**src/rtl/core_seq_ctrl.sv**
```systemverilog
// core_seq_ctrl: sequences one instruction at a time through fetch, execute,
// optional data access and commit. It drives the enable pins of the PC,
// instruction and writeback registers, bounds every memory wait with a
// timeout, and counts retired instructions.
module core_seq_ctrl #(
   parameter int unsigned TIMEOUT_CYC = 255,
   parameter int unsigned CNT_W       = 8
) (
   input  logic        i_clk,
   input  logic        i_reset,
   input  logic        i_run,
   input  logic        i_imem_ack,
   input  logic        i_dmem_ack,
   input  logic        i_is_mem,
   input  logic        i_is_store,
   output logic        o_imem_req,
   output logic        o_dmem_req,
   output logic        o_dmem_we,
   output logic        o_ir_en,
   output logic        o_pc_en,
   output logic        o_commit,
   output logic        o_busy,
   output logic        o_err,
   output logic [31:0] o_retired
);

   typedef enum logic [2:0] {
      ST_IDLE   = 3'd0,
      ST_FETCH  = 3'd1,
      ST_EXEC   = 3'd2,
      ST_MEM    = 3'd3,
      ST_COMMIT = 3'd4,
      ST_ERR    = 3'd5
   } state_t;

   // Last wait cycle in which an ack is still accepted.
   localparam logic [CNT_W-1:0] CNT_LAST_C = CNT_W'(TIMEOUT_CYC - 1);

   state_t           state_r;
   state_t           next_s;
   logic [CNT_W-1:0] cnt_r;
   logic             store_r;
   logic [31:0]      retired_r;
   logic             waiting_s;

   // State register with synchronous reset back to IDLE.
   always_ff @(posedge i_clk) begin
      if (i_reset) begin
         state_r <= ST_IDLE;
      end else begin
         state_r <= next_s;
      end
   end

   // Next-state logic; an ack in the final allowed wait cycle beats the timeout.
   always_comb begin
      next_s = state_r;
      case (state_r)
         ST_IDLE: begin
            if (i_run) next_s = ST_FETCH;
            else       next_s = ST_IDLE;
         end
         ST_FETCH: begin
            if (i_imem_ack)                next_s = ST_EXEC;
            else if (cnt_r == CNT_LAST_C)  next_s = ST_ERR;
            else                           next_s = ST_FETCH;
         end
         ST_EXEC: begin
            if (i_is_mem) next_s = ST_MEM;
            else          next_s = ST_COMMIT;
         end
         ST_MEM: begin
            if (i_dmem_ack)                next_s = ST_COMMIT;
            else if (cnt_r == CNT_LAST_C)  next_s = ST_ERR;
            else                           next_s = ST_MEM;
         end
         ST_COMMIT: begin
            if (i_run) next_s = ST_FETCH;
            else       next_s = ST_IDLE;
         end
         ST_ERR:  next_s = ST_ERR;
         default: next_s = ST_IDLE;
      endcase
   end

   // Output decode; the IR enable follows the fetch ack in the same cycle.
   always_comb begin
      o_imem_req = 1'b0;
      o_dmem_req = 1'b0;
      o_dmem_we  = 1'b0;
      o_ir_en    = 1'b0;
      o_pc_en    = 1'b0;
      o_commit   = 1'b0;
      o_busy     = 1'b0;
      o_err      = 1'b0;
      waiting_s  = 1'b0;
      case (state_r)
         ST_IDLE: begin
            o_busy = 1'b0;
         end
         ST_FETCH: begin
            o_imem_req = 1'b1;
            o_ir_en    = i_imem_ack;
            o_busy     = 1'b1;
            waiting_s  = 1'b1;
         end
         ST_EXEC: begin
            o_busy = 1'b1;
         end
         ST_MEM: begin
            o_dmem_req = 1'b1;
            o_dmem_we  = store_r;
            o_busy     = 1'b1;
            waiting_s  = 1'b1;
         end
         ST_COMMIT: begin
            o_pc_en  = 1'b1;
            o_commit = 1'b1;
            o_busy   = 1'b1;
         end
         ST_ERR: begin
            o_err = 1'b1;
         end
         default: begin
            o_busy = 1'b0;
         end
      endcase
   end

   // Wait counter: counts unacknowledged cycles while a request stays in its
   // wait state, and restarts from zero on any state change.
   always_ff @(posedge i_clk) begin
      if (i_reset) begin
         cnt_r <= {CNT_W{1'b0}};
      end else if (waiting_s && (next_s == state_r)) begin
         cnt_r <= cnt_r + CNT_W'(1);
      end else begin
         cnt_r <= {CNT_W{1'b0}};
      end
   end

   // Store flag captured while the decoded instruction is in EXEC.
   always_ff @(posedge i_clk) begin
      if (i_reset) begin
         store_r <= 1'b0;
      end else if (state_r == ST_EXEC) begin
         store_r <= i_is_store;
      end else begin
         store_r <= store_r;
      end
   end

   // Retired-instruction counter; wraps silently at 2^32.
   always_ff @(posedge i_clk) begin
      if (i_reset) begin
         retired_r <= 32'd0;
      end else if (state_r == ST_COMMIT) begin
         retired_r <= retired_r + 32'd1;
      end else begin
         retired_r <= retired_r;
      end
   end

   assign o_retired = retired_r;

endmodule

```
**config.mk**
```make
export PLATFORM = sky130hd
export DESIGN_NAME = core_seq_ctrl
export DESIGN_NICKNAME = d
export VERILOG_FILES = /design/src/rtl/core_seq_ctrl.sv
export SDC_FILE = /design/constraint.sdc
export NUM_CORES = 1
export LEC_CHECK = 0
export BUFFER_PORTS_ARGS = -buffer_cell sky130_fd_sc_hd__buf_2
export CORE_MARGIN = 2
export CORE_UTILIZATION = 50
export CTS_CLUSTER_DIAMETER = 40
export CTS_CLUSTER_SIZE = 30
export DETAILED_ROUTE_END_ITERATION = 10
export PLACE_DENSITY = 0.73
export SLEW_MARGIN = 40
export SYNTH_ARGS = -nofsm -noshare
export SYNTH_HDL_FRONTEND = slang
export SYNTH_SLANG_ARGS = --single-unit
```
**constraint.sdc**
```tcl
create_clock -name i_clk -period 2.6 [get_ports i_clk]
set_clock_uncertainty 0.2 [all_clocks]
set_input_delay 0.13 -clock i_clk [delete_from_list [all_inputs] [get_ports i_clk]]
set_output_delay 0.13 -clock i_clk [all_outputs]
set_load 0.05 [all_outputs]
```
### Word level (Yosys, flattened, before mapping)

Index checks and enable logic that the tools add are counted.

| cells by class | value |
|---|---|
| muxes and demuxes | 15 |
| bitwise operators | 1 |
| reductions and logical operators | 6 |
| add/subtract/negate cells | 2 |
| equality and inequality tests | 7 |

Operators by type and width:

| operator | count |
|---|---|
| $add 32x1->32 const B | 1 |
| $mux 3 | 5 |
| $pmux 3 s5 | 1 |
| $mux 1 | 9 |
| $add 8x1->8 const B | 1 |
| $eq 8x8->1 const B | 1 |
| $eq 3x2->1 const B | 2 |
| $eq 3x3->1 const B | 2 |
| $reduce_or 2->1 | 3 |
| $reduce_or 4->1 | 1 |
| $eq 3x1->1 const B | 1 |
| $eq 3x3->1 | 1 |
| $logic_not 3->1 | 1 |
| $logic_and 1x1->1 | 1 |
| $not 1->1 | 1 |

| storage, ports and cells | value |
|---|---|
| register bits | 44 |
| output and inout port bits | 40 |
| input bits | 7 |
| logic and storage cells | 35 |

### Depth between registers and ports, before layout

Gate-level depths: netlist of the first run.

| depth | value |
|---|---|
| depth after elaboration | 8 |
| gate-level depth with buffers | 7 |
| depth with buffers taken out | 6 |

### Worst setup path before layout of the first run

OpenSTA, ideal clock, no wires.

| timing path | value |
|---|---|
| path kind | register to register |
| start | register retired_r[0] (netlist: o_retired[0]) |
| end | register retired_r[30] (netlist: o_retired[30]) |
| cell stages (with the launch flop) | 8 |
| arrival time | 2.246 ns |
| slack | 0.033 ns |
| path through | dfxtp_1 ha_1 nand2_1 or2_2 buf_2 buf_2 nor4_1 mux2_2 |

| on the way | value |
|---|---|
| word-level cells in the longest chain between the ends | 1 |

RTL lines:

| what | RTL line | RTL |
|---|---|---|
| from (decl) | 43 | `logic [31:0] retired_r;` |
| from (signal assigned) | 158 | `retired_r <= retired_r + 32'd1;` |
| from (signal assigned) | 160 | `retired_r <= retired_r;` |
| $add 32x1->32 | 158 |  |

No other way between the ends.
A chain may end at the register's enable or synchronous reset.

### Final worst setup path of the first run

| timing path | value |
|---|---|
| start | register retired_r[4] (netlist: o_retired[4]) |
| end | register retired_r[31] (netlist: o_retired[31]) |

The elaborated chain is that of the path after synthesis.

==> results of run 1 <==
==> power by group through the flow <==
stage	combinational [mW]	sequential [mW]	clock, mW
final	0.101	0.686	0.389
after global routing	0.110	0.687	0.426
after CTS	0.101	0.686	0.400
after detailed placement	0.0984	0.702	0
after global placement	0.0980	0.702	0
after floorplan	0.0770	0.700	0
==> per-stage QoR <==
step	utilization, %	worst slack, ns	cell area, µm²
finish	59.6	0.366	2580
CTS	59.6	0.379	2580
global placement	57.5	0.447	2490
floorplan	-	0.0331	2240
global route	59.6	0.268	2580
detailed placement	57.5	0.400	2490
==> metal layers <==
layer,part of all wire [%],wire length [µm],up-vias,track usage [%]
met5,0,0,-,0
met4,2.1,99,0,8.81
met3,4.5,210,9,3.42
met2,46,2160,45,30.9
met1,47,2190,940,24.0
li1,-,-,1044,-
==> layout make-up <==
class / instances / area (µm²)
clock buffer: 5 / 68.8
fill: 408 / 1750
inverter: 10 / 37.5
multi-input combinational: 196 / 1240
sequential: 44 / 881
tap: 52 / 65.1
timing repair buffer: 52 / 280
==> worst max-delay path: stages (launching register included) <==
cell and delay, ns:
sky130_fd_sc_hd__dfxtp_1 0.45, sky130_fd_sc_hd__nand4_1 0.17, sky130_fd_sc_hd__or3_4 0.56, sky130_fd_sc_hd__nor4_1 0.37, sky130_fd_sc_hd__mux2_2 0.37
==> cell usage in the layout (no fill, tap or decap), types with 11 or more instances in the layout <==
cell type,netlist,routed
sky130_fd_sc_hd__buf_2,4,46
sky130_fd_sc_hd__a21oi_1,16,16
sky130_fd_sc_hd__dfxtp_1,44,44
sky130_fd_sc_hd__nor3_1,12,12
sky130_fd_sc_hd__nor2_1,28,28
sky130_fd_sc_hd__nand3_1,16,16
sky130_fd_sc_hd__nand2_1,15,15
sky130_fd_sc_hd__nor2b_1,11,11
==> sequential cells by signal, summed over array words and instances (netlist names) <==
name and count:
o_retired 32, cnt_r 8, store_r 1, state_r 3
==> logic make-up (layout without fill, tap and decap cells) <==
kind of cell	after synthesis	in the layout	share of synthesized area [%]
buf+inv	27	67	5.25
fa+ha+maj	3	3	1.67
compound gates	35	35	9.93
xor+xnor	17	17	6.64
flops	44	44	39.3
simple gates	131	131	32.3
mux	10	10	4.97
==> path summary, 6_finish.rpt <==
path	depth (start not counted)	slack, ns	from	to
max	4	0.37	o_retired[4]	o_retired[31]
min	3	0.07	i_imem_ack	state_r[0]
max reg2reg	4	0.37	o_retired[4]	o_retired[31]
min reg2reg	2	0.29	o_retired[19]	o_retired[19]
==> timing repair <==
action	4_1_cts	5_1_grt
resized for setup	0	0
hold endpoints to repair	2	0
hold buffers	2	0
==> flow_summary.rst, run 1 <==
.. list-table::
   :header-rows: 1

   * - Metric
     - Value
   * - Leakage dissipation
     - 1.03 nW
   * - DP HPWL
     - 3240 µm
   * - H-tree depth
     - 2
   * - Number of vias after detailed routing
     - 2,038
   * - Net switching share of the total power
     - 24.9%
   * - Flop pwr share
     - 58.3%
   * - Total number of clock tree sinks
     - 44
   * - First-pass iteration count of the detailed router
     - 4
   * - Power per standard cell area
     - 457 nW/µm²
   * - DRC violations left
     - 0
   * - Reported net switching power
     - 0.292 mW
   * - Distinct cells, synth
     - 41
   * - Die Area
     - 5040 µm²
   * - Post-synthesis instance total
     - 267
   * - Async set-reset flop share out of synthesis
     - 0%
   * - Hold Worst Slack
     - 0.0670 ns
   * - Routed wire length
     - 4660 µm
   * - Drt via density
     - 5.68
   * - Max IR drop VDD
     - 0.000269 V
   * - Seq/Total Area, Yosys
     - 39.3%
   * - Ranking of synthesized cells by area
     - sky130_fd_sc_hd__dfxtp_1, sky130_fd_sc_hd__nor2_1, sky130_fd_sc_hd__mux2_2
   * - Max-cap viol count
     - 0
   * - Final Total Pwr
     - 1.18 mW
   * - Number of synthesized register bits
     - 44
   * - Top-count cell post-synth
     - sky130_fd_sc_hd__dfxtp_1
   * - Register clock-pin slew on the reported worst setup and hold paths
     - 0.08 ns
   * - Via count of the first global-routing pass
     - 1,755
   * - Final hold violations
     - 0
   * - Post-route antenna net violation count
     - 0
   * - Crit path time final
     - 2.23 ns
   * - Overall die width
     - 71.0 µm
   * - Critical path capture point type
     - register
   * - Number of antenna violations at the first check in global routing
     - 0
   * - Count of flip-flops with a built-in enable after synthesis
     - 0
   * - Critical path data required time
     - 2.59 ns
   * - Type of the worst setup path
     - register to register
   * - Global-route wire length before repair
     - 7760 µm
   * - Upper clock frequency limit
     - 448 MHz
   * - Die outline height
     - 71.0 µm
   * - Period utilisation layout
     - 85.9%
   * - Area share of the leading cell type in the synthesized netlist
     - 39.3%
   * - Ant. Diodes
     - 0
   * - Relative contribution of the clock network to total power
     - 33.1%
   * - Ratio of cells with drive above 1 in the final layout
     - 21.8%
   * - Yosys top cell by area
     - sky130_fd_sc_hd__dfxtp_1
   * - Std-Cell Core Area
     - 4320 µm²
   * - Primary flip-flop cell chosen by synthesis mapping
     - sky130_fd_sc_hd__dfxtp_1
   * - Maximum net fanout on the critical path
     - 31
   * - Synth-to-layout area growth
     - 14.9%
   * - Insertion delay to the later sink of the worst-skew pair
     - 0.30 ns
   * - Status
     - complete, no violations
   * - DRT iter0 DRCs
     - 120
   * - Global routing usage summed across all routing layers
     - 18.8%
   * - Final setup fails
     - 0
   * - Final std cells w/o fill
     - 359
   * - Starting density of the core
     - 51.9%
   * - Comb power frac
     - 8.6%
   * - Remaining Overflow, GRT
     - 0
   * - Setup repair after global routing missed its margin
     - false
   * - Transition time at the pin with the least slew margin
     - 0.608 ns
   * - Final Max Tran Viols
     - 0
   * - TritonCTS clock tree
     - built
   * - Port Buf Inserts
     - 46
   * - Detailed-route wire length per cell
     - 13.0 µm
   * - Worst relative slew slack
     - 59.3%
   * - Clock buffer count from CTS
     - 5
   * - Synthesis warning total
     - 0
   * - Synth Cell Area
     - 2240 µm²
   * - Rows
     - 24
   * - Buffer depth of the longest clock path
     - 2
   * - Postcts setup bufs
     - 0
   * - Io pins
     - 47
   * - Weighted congestion at the end of routability-driven global placement
     - 0.819
   * - Worst path arrival time
     - 2.22 ns
   * - Total nets after synthesis
     - 277
   * - Cell count after placement
     - 352
   * - CTS root buf
     - sky130_fd_sc_hd__clkbuf_8
   * - Internal Dissipation
     - 0.884 mW
   * - Crit start category
     - register
   * - Post-Route Setup TNS
     - 0 ns
   * - Largest net degree at the start of global routing
     - 32
   * - Post-synthesis average cell area
     - 8.40 µm²
   * - Most frequent cells after synthesis
     - sky130_fd_sc_hd__dfxtp_1, sky130_fd_sc_hd__nor2_1, sky130_fd_sc_hd__a21oi_1, sky130_fd_sc_hd__nand3_1, sky130_fd_sc_hd__nand2_1
   * - Post-layout net count
     - 319
   * - Path category of the worst min-delay check
     - input port to register
Power figures use the tool's default switching activity.
==> inputs of run 2 (changes only) <==
--- a/config.mk
+++ b/config.mk
@@ -5,7 +5,7 @@
 export SDC_FILE = /design/constraint.sdc
 export NUM_CORES = 1
 export LEC_CHECK = 0
-export BUFFER_PORTS_ARGS = -buffer_cell sky130_fd_sc_hd__buf_2
+export BUFFER_PORTS_ARGS = -buffer_cell sky130_fd_sc_hd__buf_4
 export CORE_MARGIN = 2
 export CORE_UTILIZATION = 50
 export CTS_CLUSTER_DIAMETER = 40
==> flow_summary.rst, run 2 (same netlist as run 1, synthesis figures left out) <==
.. list-table::
   :header-rows: 1

   * - Metric
     - Value
   * - Status
     - complete, no violations
   * - Weighted congestion at the end of routability-driven global placement
     - 0.784
   * - Buffer depth of the longest clock path
     - 2
   * - Worst path arrival time
     - 2.22 ns
   * - Number of vias after detailed routing
     - 2,088
   * - Period utilisation layout
     - 85.8%
   * - Detailed-route wire length per cell
     - 13.2 µm
   * - Largest net degree at the start of global routing
     - 47
   * - Hold Worst Slack
     - 0.0445 ns
   * - Internal Dissipation
     - 0.932 mW
   * - Grt peak-use layer
     - met2
   * - Number of hold buffers added after CTS
     - 2
   * - Critical path buffer and inverter count
     - 0
   * - Insertion delay to the later sink of the worst-skew pair
     - 0.29 ns
   * - Cell with the largest stage delay on the worst path
     - sky130_fd_sc_hd__dfxtp_1
   * - Post-route antenna net violation count
     - 0
   * - Sequence of cells on the critical path
     - nand4bb_1 -> or2_2 -> nor4_1 -> mux2_2
   * - CTS root buf
     - sky130_fd_sc_hd__clkbuf_8
   * - Max IR drop VDD
     - 0.000385 V
   * - Total number of clock tree sinks
     - 44
   * - Power per standard cell area
     - 457 nW/µm²
   * - Minimum setup slack after placement
     - 0.365 ns
   * - Util after Layout
     - 62.4%
   * - Global-route met3 utilization
     - 4.70%
   * - Rows
     - 24
   * - Remaining Overflow, GRT
     - 0
   * - Leakage dissipation
     - 1.03 nW
   * - Global routing usage summed across all routing layers
     - 19.3%
   * - Drt via density
     - 5.80
   * - Via count of the first global-routing pass
     - 1,853
   * - Flop pwr share
     - 55.9%
   * - Io pins
     - 47
   * - Register clock-pin slew on the reported worst setup and hold paths
     - 0.08 ns
   * - Met2 layer usage reported by global route
     - 31.9%
   * - Clock buffer count from CTS
     - 5
   * - Reported net switching power
     - 0.302 mW
   * - Relative contribution of the clock network to total power
     - 35.8%
   * - Met1 track demand over resource
     - 25.2%
   * - Critical path data required time
     - 2.59 ns
   * - Final std cells w/o fill
     - 360
   * - First-pass iteration count of the detailed router
     - 4
   * - Net switching share of the total power
     - 24.5%
   * - Ratio of cells with drive above 1 in the final layout
     - 21.4%
   * - Crit path time final
     - 2.23 ns
   * - Post-Route Setup TNS
     - 0 ns
   * - Synth-to-layout area growth
     - 20.3%
   * - Std-Cell Core Area
     - 4320 µm²
   * - TritonCTS clock tree
     - built
   * - Category of cells accounting for the largest share of critical-path delay
     - simple AND/OR/NAND/NOR gates
   * - DRT iter0 DRCs
     - 172
   * - DRC violations left
     - 0
   * - Number of antenna violations at the first check in global routing
     - 0
   * - Post-cts sizing count
     - 0
   * - Cell count after placement
     - 350
   * - Worst relative slew slack
     - 55.7%
   * - Die Area
     - 5040 µm²
   * - Final setup fails
     - 0
   * - Starting density of the core
     - 51.9%
   * - Postcts setup bufs
     - 0
   * - Die outline height
     - 71.0 µm
   * - Largest stage delay on the critical path
     - 0.45 ns
   * - Ant. Diodes
     - 0
   * - Maximum net fanout on the critical path
     - 16
   * - Routed wire length
     - 4740 µm
   * - Overall die width
     - 71.0 µm
   * - Global-route wire length before repair
     - 8090 µm
   * - Path category of the worst min-delay check
     - input port to register
   * - Top library cells by usage in the layout, fill and taps aside
     - sky130_fd_sc_hd__buf_4, sky130_fd_sc_hd__dfxtp_1, sky130_fd_sc_hd__nor2_1
   * - Worst-case register-to-register setup slack
     - 0.37 ns
   * - Max-cap viol count
     - 0
   * - Critical path capture point type
     - register
   * - Comb power frac
     - 8.3%
   * - H-tree depth
     - 2
   * - Final instance area
     - 2700 µm²
   * - Setup repair after global routing missed its margin
     - false
   * - Final Max Tran Viols
     - 0
   * - Final hold violations
     - 0
   * - Filler cell count in the final layout
     - 397
   * - Final Total Pwr
     - 1.23 mW
   * - Placement Cell Area
     - 2590 µm²
   * - Crit start category
     - register
   * - Smallest setup slack after layout
     - 0.370 ns
   * - Post-layout net count
     - 317
   * - Port Buf Inserts
     - 46
   * - Upper clock frequency limit
     - 448 MHz
   * - DP HPWL
     - 3210 µm
   * - Transition time at the pin with the least slew margin
     - 0.661 ns
   * - Flip-flop count of the largest register after layout
     - 32
   * - Most common library cell in the layout ignoring fill and taps
     - sky130_fd_sc_hd__buf_4
   * - Type of the worst setup path
     - register to register
[run 2: cell types whose count changed in the layout (fill, tap and decap cells not counted)]
cell	delta
sky130_fd_sc_hd__buf_2	-46
sky130_fd_sc_hd__buf_4	+44
sky130_fd_sc_hd__clkbuf_1	+2
sky130_fd_sc_hd__clkbuf_8	+1
[run 2: cell type report]
type	count	area [µm²]	share of cell area, %
clock buffers	8	90.1	3.34
inverters	10	37.5	1.39
multi-input cells	196	1240	46.1
flip-flops and latches	44	881	32.7
well taps	52	65.1	2.41
repair buffers	50	380	14.1
[run 2: worst paths after layout]
kind / startpoint / cells past startpoint / to
worst min-delay path: i_imem_ack / 3 / state_r[0]
worst max-delay path: state_r[1] / 4 / o_retired[22]
worst max register to register: state_r[1] / 4 / o_retired[22]
worst min register to register: store_r / 2 / store_r
[run 2: worst register-to-register path, stage by stage (launching register included)]
cell and delay (ns):
sky130_fd_sc_hd__dfxtp_1 0.45, sky130_fd_sc_hd__nand4bb_1 0.31, sky130_fd_sc_hd__or2_2 0.45, sky130_fd_sc_hd__nor4_1 0.34, sky130_fd_sc_hd__mux2_2 0.38
[run 2: per-layer routing]
metal,vias up,routed length (µm)
li1,1042,-
met1,979,2210
met2,63,2220
met3,4,270
met4,0,34
met5,-,0
[run 2: power by group through the flow]
stage          Sequential (mW)  Combinational (mW)  Clock, mW
2_1_floorplan            0.700              0.0770          0
3_3_place_gp             0.705              0.0993          0
3_5_place_dp             0.705               0.100          0
4_1_cts                  0.689               0.103      0.449
5_1_grt                  0.691               0.111      0.475
6_report                 0.690               0.103      0.441
==> inputs of run 3 (changes only) <==
==> constraint.sdc (replaced) <==
create_clock -name i_clk -period 2.67 [get_ports i_clk]
set_clock_uncertainty 0.2 [all_clocks]
set_input_delay 0.1335 -clock i_clk [delete_from_list [all_inputs] [get_ports i_clk]]
set_output_delay 0.1335 -clock i_clk [all_outputs]
set_load 0.05 [all_outputs]
==> flow_summary.rst, run 3 (same netlist as run 1, synthesis figures left out) <==
.. list-table::
   :header-rows: 1

   * - Metric
     - Value
   * - Type of the worst setup path
     - register to register
   * - Status
     - complete, no violations
   * - Multi-input logic area
     - 1240 µm²
   * - Hold Worst Slack
     - 0.0474 ns
   * - Number of antenna violations at the first check in global routing
     - 0
   * - Path category of the worst min-delay check
     - input port to register
   * - Origin of the worst min-delay path
     - i_imem_ack
   * - Crit start category
     - register
   * - Leakage dissipation
     - 1.03 nW
   * - Rows
     - 24
   * - Routed wire length
     - 4770 µm
   * - Number of hold buffers added after CTS
     - 2
   * - Detailed-route wire length per cell
     - 13.2 µm
   * - Relative contribution of the clock network to total power
     - 35.9%
   * - Number of vias after detailed routing
     - 2,007
   * - Critical path launch point
     - state_r[0]
   * - Final setup fails
     - 0
   * - Ant. Diodes
     - 0
   * - DP HPWL
     - 3230 µm
   * - Weighted congestion at the end of routability-driven global placement
     - 0.796
   * - Final Total Pwr
     - 1.21 mW
   * - Filler cell count in the final layout
     - 409
   * - Global routing usage summed across all routing layers
     - 19.9%
   * - Final Max Tran Viols
     - 0
   * - Flip-flop count of the largest register after layout
     - 32
   * - Post-Route Setup TNS
     - 0 ns
   * - Drt via density
     - 5.58
   * - CTS root buf
     - sky130_fd_sc_hd__clkbuf_8
   * - Insertion delay to the later sink of the worst-skew pair
     - 0.30 ns
   * - Top library cells by usage in the layout, fill and taps aside
     - sky130_fd_sc_hd__buf_4, sky130_fd_sc_hd__dfxtp_1, sky130_fd_sc_hd__nor2_1
   * - Register clock-pin slew on the reported worst setup and hold paths
     - 0.08 ns
   * - Worst relative slew slack
     - 60.0%
   * - DRC violations left
     - 0
   * - Global-route wire length before repair
     - 8220 µm
   * - Comb power frac
     - 8.6%
   * - Transition time at the pin with the least slew margin
     - 0.598 ns
   * - Final std cells w/o fill
     - 360
   * - Worst path arrival time
     - 2.22 ns
   * - Port Buf Inserts
     - 46
   * - Largest net degree at the start of global routing
     - 47
   * - Die Area
     - 5040 µm²
   * - Footprint of the flip-flops and latches
     - 881 µm²
   * - Crit path time final
     - 2.22 ns
   * - Final instance area
     - 2700 µm²
   * - Startpoint of the worst-slack reg-to-reg timing path
     - state_r[0]
   * - Period utilisation layout
     - 83.2%
   * - TritonCTS clock tree
     - built
   * - Critical path capture point type
     - register
   * - Net switching share of the total power
     - 25.0%
   * - Postcts setup bufs
     - 0
   * - Setup repair after global routing missed its margin
     - false
   * - Max-cap viol count
     - 0
   * - Placement Cell Area
     - 2590 µm²
   * - Buffer depth of the longest clock path
     - 2
   * - First-pass iteration count of the detailed router
     - 4
   * - Maximum net fanout on the critical path
     - 18
   * - Internal Dissipation
     - 0.904 mW
   * - Post-layout net count
     - 317
   * - Post-route antenna net violation count
     - 0
   * - Die outline height
     - 71.0 µm
   * - Final hold violations
     - 0
   * - Clock buffer count from CTS
     - 5
   * - Total number of clock tree sinks
     - 44
   * - Reported net switching power
     - 0.301 mW
   * - Io pins
     - 47
   * - Worst-case register-to-register setup slack
     - 0.45 ns
   * - Std-Cell Core Area
     - 4320 µm²
   * - H-tree depth
     - 2
   * - Upper clock frequency limit
     - 450 MHz
   * - Critical path data required time
     - 2.67 ns
   * - Overall die width
     - 71.0 µm
   * - Max IR drop VDD
     - 0.000300 V
   * - Synth-to-layout area growth
     - 20.4%
   * - Ratio of cells with drive above 1 in the final layout
     - 22.1%
   * - DRT iter0 DRCs
     - 119
   * - Via count of the first global-routing pass
     - 1,858
   * - Remaining Overflow, GRT
     - 0
   * - Power per standard cell area
     - 446 nW/µm²
   * - Most common library cell in the layout ignoring fill and taps
     - sky130_fd_sc_hd__buf_4
   * - Flop pwr share
     - 55.5%
   * - Post-cts sizing count
     - 0
   * - Starting density of the core
     - 51.9%
   * - Cell count after placement
     - 350
## run 3: changes by cell type in the layout (fill, tap and decap cells not counted), sizes merged
cell    change
clkbuf      -2
clkinv      +2
## run 3: per-stage QoR
| stage | utilization (%) | setup slack [ns] |
|---|---|---|
| floorplan | - | 0.103 |
| global placement | 59.8 | 0.525 |
| detailed placement | 59.8 | 0.467 |
| CTS | 62.4 | 0.473 |
| global route | 62.4 | 0.341 |
| finish | 62.4 | 0.449 |
## run 3: worst max-delay path: stages (launching register included)
cell	delay, ns
sky130_fd_sc_hd__dfxtp_1	0.39
sky130_fd_sc_hd__and4bb_2	0.40
sky130_fd_sc_hd__nand2_1	0.36
sky130_fd_sc_hd__nor4_1	0.39
sky130_fd_sc_hd__mux2_2	0.37
## run 3: power by group through the flow
stage / Clock (mW) / Sequential, mW / Combinational [mW]
after floorplan: 0 / 0.681 / 0.0750
after global placement: 0 / 0.684 / 0.101
after detailed placement: 0 / 0.684 / 0.101
after CTS: 0.447 / 0.668 / 0.104
after global routing: 0.469 / 0.670 / 0.113
final: 0.433 / 0.669 / 0.104
## run 3: final timing paths
kind                   endpoint  depth (start not counted)
hold reg to reg   o_retired[19]                          2
setup reg to reg  o_retired[31]                          4
hold / removal       state_r[0]                          3
setup / recovery  o_retired[31]                          4
## run 3: cell type report
| cell class | instances | share of cell area (%) |
|---|---|---|
| multi-input combinational | 196 | 46.1 |
| sequential | 44 | 32.6 |
| timing repair buffer | 50 | 14.1 |
| clock buffer | 6 | 3.06 |
| tap | 52 | 2.41 |
| inverter | 10 | 1.39 |
| clock inverter | 2 | 0.371 |
## run 3: routing by layer
metal / GRT usage (%) / share of wire, % / vias to the layer above
met5: 0 / 0 / -
met4: 7.76 / 1.3 / 0
met3: 4.56 / 4.8 / 4
met2: 32.4 / 46 / 45
met1: 25.8 / 48 / 923
li1: - / - / 1035
